==> config.mk <==
export PLATFORM = sky130hd
export DESIGN_NAME = rx_uart_oversampled
export DESIGN_NICKNAME = d
export VERILOG_FILES = /design/src/rtl/rx_uart_oversampled.sv
export SDC_FILE = /design/constraint.sdc
export NUM_CORES = 1
export LEC_CHECK = 0
export CORE_MARGIN = 3
export CORE_UTILIZATION = 55
export CTS_BUF_LIST = sky130_fd_sc_hd__clkbuf_4 sky130_fd_sc_hd__clkbuf_8
export DETAILED_ROUTE_END_ITERATION = 10
export HOLD_SLACK_MARGIN = 0.1
export PLACE_DENSITY = 0.81
export SLEW_MARGIN = 10
export SYNTH_ARGS = -nofsm -noshare
export SYNTH_HDL_FRONTEND = slang
export SYNTH_SLANG_ARGS = --single-unit
==> constraint.sdc <==
create_clock -name clk -period 5.15 [get_ports clk]
set_clock_uncertainty 0.2 [all_clocks]
set_input_delay 1.545 -clock clk [delete_from_list [all_inputs] [get_ports clk]]
set_output_delay 1.545 -clock clk [all_outputs]
set_load 0.05 [all_outputs]
==> src/rtl/rx_uart_oversampled.sv <==
// 8N1 UART receiver, oversampled by NUM_TICKS ticks per bit from the baud-rate generator.
// The serial line is resynchronised, each bit is sampled mid-period, and the word is
// assembled LSB first.
module rx_uart_oversampled #(
    parameter int unsigned NBIT_DATA     = 8,
    parameter int unsigned LEN_DATA      = 3,
    parameter int unsigned NUM_TICKS     = 16,
    parameter int unsigned LEN_NUM_TICKS = 4
) (
    input  logic                 clk,
    input  logic                 reset,
    input  logic                 tick,
    input  logic                 rx_bit,
    output logic [NBIT_DATA-1:0] data_out,
    output logic                 rx_done_tick,
    output logic                 frame_err,
    output logic                 busy
);

    typedef enum logic [1:0] {StIdle, StStart, StData, StStop} state_t;

    localparam logic [LEN_NUM_TICKS-1:0] TickMid  = LEN_NUM_TICKS'(NUM_TICKS / 2 - 1);
    localparam logic [LEN_NUM_TICKS-1:0] TickLast = LEN_NUM_TICKS'(NUM_TICKS - 1);
    localparam logic [LEN_DATA-1:0]      BitLast  = LEN_DATA'(NBIT_DATA - 1);

    state_t                   r_state, w_state_nxt;
    logic                     r_sync1, r_rx_s;
    logic [LEN_NUM_TICKS-1:0] r_tick_cnt, w_tick_cnt_nxt;
    logic [LEN_DATA-1:0]      r_bit_cnt, w_bit_cnt_nxt;
    logic [NBIT_DATA-1:0]     r_shreg, w_shreg_nxt;
    logic [NBIT_DATA-1:0]     r_data, w_data_nxt;
    logic                     r_frame_err, w_frame_err_nxt;
    logic                     r_done, w_done_nxt;

    always_ff @(posedge clk or negedge reset) begin
        if (!reset) begin
            r_state <= StIdle;
        end else begin
            r_state <= w_state_nxt;
        end
    end

    // Sync flops reset to the idle-high line level so reset never fakes a start bit.
    always_ff @(posedge clk or negedge reset) begin
        if (!reset) begin
            r_sync1     <= 1'b1;
            r_rx_s      <= 1'b1;
            r_tick_cnt  <= '0;
            r_bit_cnt   <= '0;
            r_shreg     <= '0;
            r_data      <= '0;
            r_frame_err <= 1'b0;
            r_done      <= 1'b0;
        end else begin
            r_sync1     <= rx_bit;
            r_rx_s      <= r_sync1;
            r_tick_cnt  <= w_tick_cnt_nxt;
            r_bit_cnt   <= w_bit_cnt_nxt;
            r_shreg     <= w_shreg_nxt;
            r_data      <= w_data_nxt;
            r_frame_err <= w_frame_err_nxt;
            r_done      <= w_done_nxt;
        end
    end

    always_comb begin
        w_state_nxt     = r_state;
        w_tick_cnt_nxt  = r_tick_cnt;
        w_bit_cnt_nxt   = r_bit_cnt;
        w_shreg_nxt     = r_shreg;
        w_data_nxt      = r_data;
        w_frame_err_nxt = r_frame_err;
        w_done_nxt      = 1'b0;
        if (tick) begin
            case (r_state)
                StIdle: begin
                    if (!r_rx_s) begin
                        w_state_nxt    = StStart;
                        w_tick_cnt_nxt = '0;
                    end
                end
                StStart: begin
                    if (r_tick_cnt == TickMid) begin
                        w_tick_cnt_nxt = '0;
                        w_bit_cnt_nxt  = '0;
                        w_state_nxt    = r_rx_s ? StIdle : StData;
                    end else begin
                        w_tick_cnt_nxt = r_tick_cnt + 1'b1;
                    end
                end
                StData: begin
                    if (r_tick_cnt == TickLast) begin
                        w_shreg_nxt    = {r_rx_s, r_shreg[NBIT_DATA-1:1]};
                        w_tick_cnt_nxt = '0;
                        if (r_bit_cnt == BitLast) begin
                            w_state_nxt = StStop;
                        end else begin
                            w_bit_cnt_nxt = r_bit_cnt + 1'b1;
                        end
                    end else begin
                        w_tick_cnt_nxt = r_tick_cnt + 1'b1;
                    end
                end
                StStop: begin
                    // Leave at mid stop bit so a start bit with no idle gap is still caught.
                    if (r_tick_cnt == TickLast) begin
                        w_data_nxt      = r_shreg;
                        w_frame_err_nxt = ~r_rx_s;
                        w_done_nxt      = 1'b1;
                        w_state_nxt     = StIdle;
                        w_tick_cnt_nxt  = '0;
                        w_bit_cnt_nxt   = '0;
                    end else begin
                        w_tick_cnt_nxt = r_tick_cnt + 1'b1;
                    end
                end
                default: begin
                    w_state_nxt    = StIdle;
                    w_tick_cnt_nxt = '0;
                    w_bit_cnt_nxt  = '0;
                end
            endcase
        end
    end

    always_comb begin
        busy         = (r_state != StIdle);
        data_out     = r_data;
        frame_err    = r_frame_err;
        rx_done_tick = r_done;
    end

endmodule

======== Word level (Yosys, flattened, before mapping) ========
Index checks and enable logic that the tools add are counted.
cells by class
  $add $sub $neg .......................... 2
  multipliers ............................. 0
  div/mod/pow operators ................... 0
  order comparisons ....................... 0
  equality and inequality tests ........... 12
  shift operators ......................... 0
  mux-type cells .......................... 19
  bitwise operators ....................... 1
  reductions and logical operators ........ 9
operators by type and width
  operator                                             number
  2-to-1 mux 2 bit                                     6
  2-to-1 mux 3 bit                                     4
  2-to-1 mux 4 bit                                     3
  != test 2 bit, second input constant                 6
  case mux 4 bit (3 select lines)                      1
  AND reduction 6 bit                                  2
  case mux 3 bit (3 select lines)                      1
  case mux 2 bit (4 select lines)                      1
  AND reduction 3 bit                                  2
  adder 4 x 1 -> 4 bit, second input constant          1
  equality test 2 bit, second input constant           2
  equality test 4 x 3 -> 1 bit, second input constant  1
  equality test 4 bit, second input constant           1
  adder 3 x 1 -> 3 bit, second input constant          1
  equality test 3 bit, second input constant           1
  2-to-1 mux 1 bit                                     3
  nonzero test 3 bit                                   1
  equality test 2 x 1 -> 1 bit, second input constant  1
  logical NOT 2 bit                                    1
  AND reduction 2 bit                                  1
  nonzero test 2 bit                                   1
  OR reduction 2 bit                                   1
  inverter 1 bit                                       1
storage, ports and cells
  register bits after elaboration ......... 29
  latch bits .............................. 0
  bits in writable memories ............... 0
  bits in read-only memories .............. 0
  output and inout port bits .............. 11
  memories kept ........................... 0

======== Logic depth before layout (Yosys ltp) ========
  depth in word-level cells ............... 4
  mapped depth ............................ 5
  depth with buffers taken out ............ 5

======== Worst setup path before layout ========
Ideal clock, no wire load.
  path kind ............................... input port to flip-flop
  from .................................... input tick
  to ...................................... register r_data[0] (netlist: data_out[0])
  setup time .............................. 0.125 ns
  arrival time ............................ 2.360 ns
  required time ........................... 4.825 ns
  slack ................................... 2.465 ns
  cell stages on the path ................. 4
  buffers on the path ..................... 1
  path through ............................ and4_4 and3_4 buf_12 mux2_4
on the way
  longest elaborated chain between the ends .. 1
RTL lines
  item                           line  RTL
  start, declared                12    input logic tick,
  AND reduction 3 bit (no line)  -
  end signal, assigned           60    r_data <= w_data_nxt;
  end, declared                  31    logic [NBIT_DATA-1:0] r_data, w_data_nxt;
Every way passes these cells.
A chain may end at the register's enable or synchronous reset.

==> flow_metrics.py <==
metrics = {
    "run_status": {
        "status": "finished, final reports clean",
    },
    "timing": {
        "max-slew-margin-rel": 0.3277,
        "finalHoldViolCount": 0,
        "fmax_mhz": 266.0,
        "worstMarginPinSlew_ns": 1.005,
        "setup_viol": 0,
        "maxSlewViolCount": 0,
        "rsz0062_at_grt": "false",
        "worst_slack_ns": 1.390,
        "fin_crit_sh": 0.7301,
        "fin_setup_tns_ns": 0,
        "period_needed_ns": 3.760,
    },
    "floorplan": {
        "std_cell_rows": 17,
        "fp.dieW_um": 56.21,
        "die_h_um": 56.21,
        "dieArea_mm2": 0.003159,
        "core_mm2": 0.002297,
        "start_util": 0.6035,
        "num_io_pins": 15,
    },
    "route": {
        "via_per_inst": 6.014,
        "drc": 0,
        "vias": 884,
        "drt_first_iter_violations": 27,
        "wl_per_cell_um": 15.90,
        "first_pass_iters": 4,
        "ant_nets": 0,
        "wirelength_um": 2338,
    },
    "setup_path": {
        "slowest_delay_ns": 0.86,
        "path_class": "reg -> out",
        "cpMaxStageDelayCell": "clkdlybuf4s50_1",
        "reg2reg_slack_ns": 3.08,
        "endpoint_kind": "output port",
        "arrival_ns": 2.02,
        "crit_fanout": 10,
        "required_ns": 3.41,
        "regToRegStartpoint": "r_tick_cnt[0]",
        "worstPathCellList": "or2_1, clkdlybuf4s50_1",
        "critPathBufInv": 1,
        "critPathTopFamily": "buffers and inverters",
        "start_kind": "flip-flop",
    },
    "clock_tree": {
        "clkTransAtPathRegs_ns": 0.09,
        "cts-root-buf": "clkbuf_4",
        "postCtsHoldBufs": 0,
        "cts_resized": 0,
        "clock-sinks": 29,
        "cts_tree": "built",
        "cts_buffer_depth": 2,
        "post_cts_buffers": 0,
        "clk_latency_ns": 0.32,
        "cts_buffers": 5,
        "h-tree-depth": 2,
    },
    "power": {
        "power_density_mw_per_mm2": 417.7,
        "leakage_nw": 0.7157,
        "power_mw": 0.6549,
        "peakVddDrop_mv": 0.3521,
    },
    "synth": {
        "ys_types": 36,
        "syn_area_per_cell_um2": 13.46,
        "ys_async_sr_fraction": 1.000,
        "synth_area_mm2": 0.001386,
        "ys_top_cells_by_count": "27 x dfrtp_1, 9 x mux2_4, 8 x mux2_1",
        "synth_seq_cells": 29,
        "yosysSeqAreaShare": 0.5253,
        "yosysTopAreaCellShare": 0.4874,
        "synth_cells": 103,
        "yosys_warnings": 0,
        "synth-edff-count": 0,
        "yosysTopAreaCell": "dfrtp_1",
        "syn-num-nets": 110,
        "synth_top_flop_cell": "dfrtp_1",
        "yosysMostFrequentCell": "dfrtp_1",
        "yosys-top-cells-area": "dfrtp_1 49%, mux2_4 9.7%, mux2_1 6.5%",
    },
    "worst_hold_path": {
        "hold_path.class": "reg -> reg",
        "min-delay-start": "r_sync1",
    },
    "placement": {
        "dp_hpwl_um": 1639,
        "port_buffers": 14,
        "dpl_cell_area_mm2": 0.001501,
        "place_congestion": 0.8182,
        "dp_slack_ns": 1.545,
    },
    "layout": {
        "drive_above_1_share": 0.2101,
        "utilization": 0.6825,
        "nNetsFinal": 125,
        "antenna_cells": 0,
        "final_area_mm2": 0.001568,
        "syn_to_final_growth_pct": 13.09,
        "n_fill_cell": 168,
    },
    "job": {
        "maxCapViolations": 0,
    },
    "global_route": {
        "grt_remaining_overflow": 0,
        "grt_max_degree": 24,
        "grt_pass1_wl_um": 4340,
        "grt_pass1_vias": 910,
        "grt_antenna_before_repair": 0,
        "gr-usage-all-layers": 0.1796,
    },
}
==> per-stage QoR <==
step | hold slack [ns] | std cells
2_1_floorplan | 0.1452 | 103
3_3_place_gp | 0.1468 | 139
3_5_place_dp | 0.1491 | 139
4_1_cts | 0.1612 | 147
6_report | 0.1586 | 147
5_1_grt | 0.1674 | 147
==> flip-flops by register name, summed over array words and instances, names as in the netlist, named ones only <==
signal and flops:
frame_err 1, r_sync1 1, r_shreg 8, r_bit_cnt 3
r_rx_s 1, rx_done_tick 1, data_out 8, r_tick_cnt 4
r_state 1
==> report_power, final <==
group	internal (mW)	switching [mW]	total, mW
logic	0.0926	0.100	0.193
clock network	0.0779	0.0719	0.150
registers	0.260	0.0523	0.312
total	0.430	0.224	0.655
==> path summary, 6_finish.rpt <==
check / endpoint / cells after the start
max: busy / 2
min: r_rx_s / 0
max reg2reg: r_shreg[6] / 4
min reg2reg: r_rx_s / 0
max in group asynchronous: r_tick_cnt[0] / 2
min in group asynchronous: r_shreg[1] / 1
==> routing by layer <==
layer,share of wire,track usage
met5,0,0
met3,0.059,0.06729
met4,0.014,0.08475
met2,0.47,0.2604
met1,0.46,0.2363
==> cell families after synthesis <==
kind of cell,Yosys count,share of synthesized area
multiplexers,18,0.1706
AND/OR/NAND/NOR,26,0.1309
adder cells (fa/ha/maj),3,0.02708
AO/OA/AOI/OAI,16,0.08303
XOR/XNOR,1,0.006319
flip-flops,29,0.5253
buffers and inverters,10,0.05686
==> cells in the final DEF (no fill, tap or decap) <==
cell type,synthesis,layout
nand4bb_1,1,1
inv_1,3,3
a32o_1,2,2
mux2_4,9,9
buf_4,0,1
a22o_1,2,2
o21ai_1,1,1
o21ai_0,3,3
a22oi_1,1,1
nand3_1,5,5
clkdlybuf4s50_1,0,14
a221o_1,1,1
and4_4,1,1
or2_1,1,1
o2111ai_1,1,1
nand3b_1,1,1
ha_1,3,3
mux2_1,8,8
mux2_2,1,1
a21oi_1,2,2
nor3_1,1,1
clkbuf_8,0,1
and4_1,1,1
clkbuf_4,0,7
dfstp_2,2,2
and3_4,2,2
nand4_1,3,3
and2_1,1,1
nor2b_1,5,5
dfrtp_1,27,27
nor2_1,1,1
nand4b_1,2,2
nand2b_1,1,1
xor2_1,1,1
a31o_2,1,1
a31oi_1,2,2
==> layout make-up <==
| type | instances | area (um^2) | share of cell area |
|---|---|---|---|
| Timing Repair Buffer | 15 | 147.6 | 0.09417 |
| Tap cell | 28 | 35.03 | 0.02235 |
| Inverter | 3 | 11.26 | 0.007183 |
| Multi-Input combinational cell | 64 | 579.3 | 0.3695 |
| Clock buffer | 8 | 66.31 | 0.04230 |
| Sequential cell | 29 | 728.2 | 0.4645 |
Note: power is estimated with default switching activity, not from simulation.
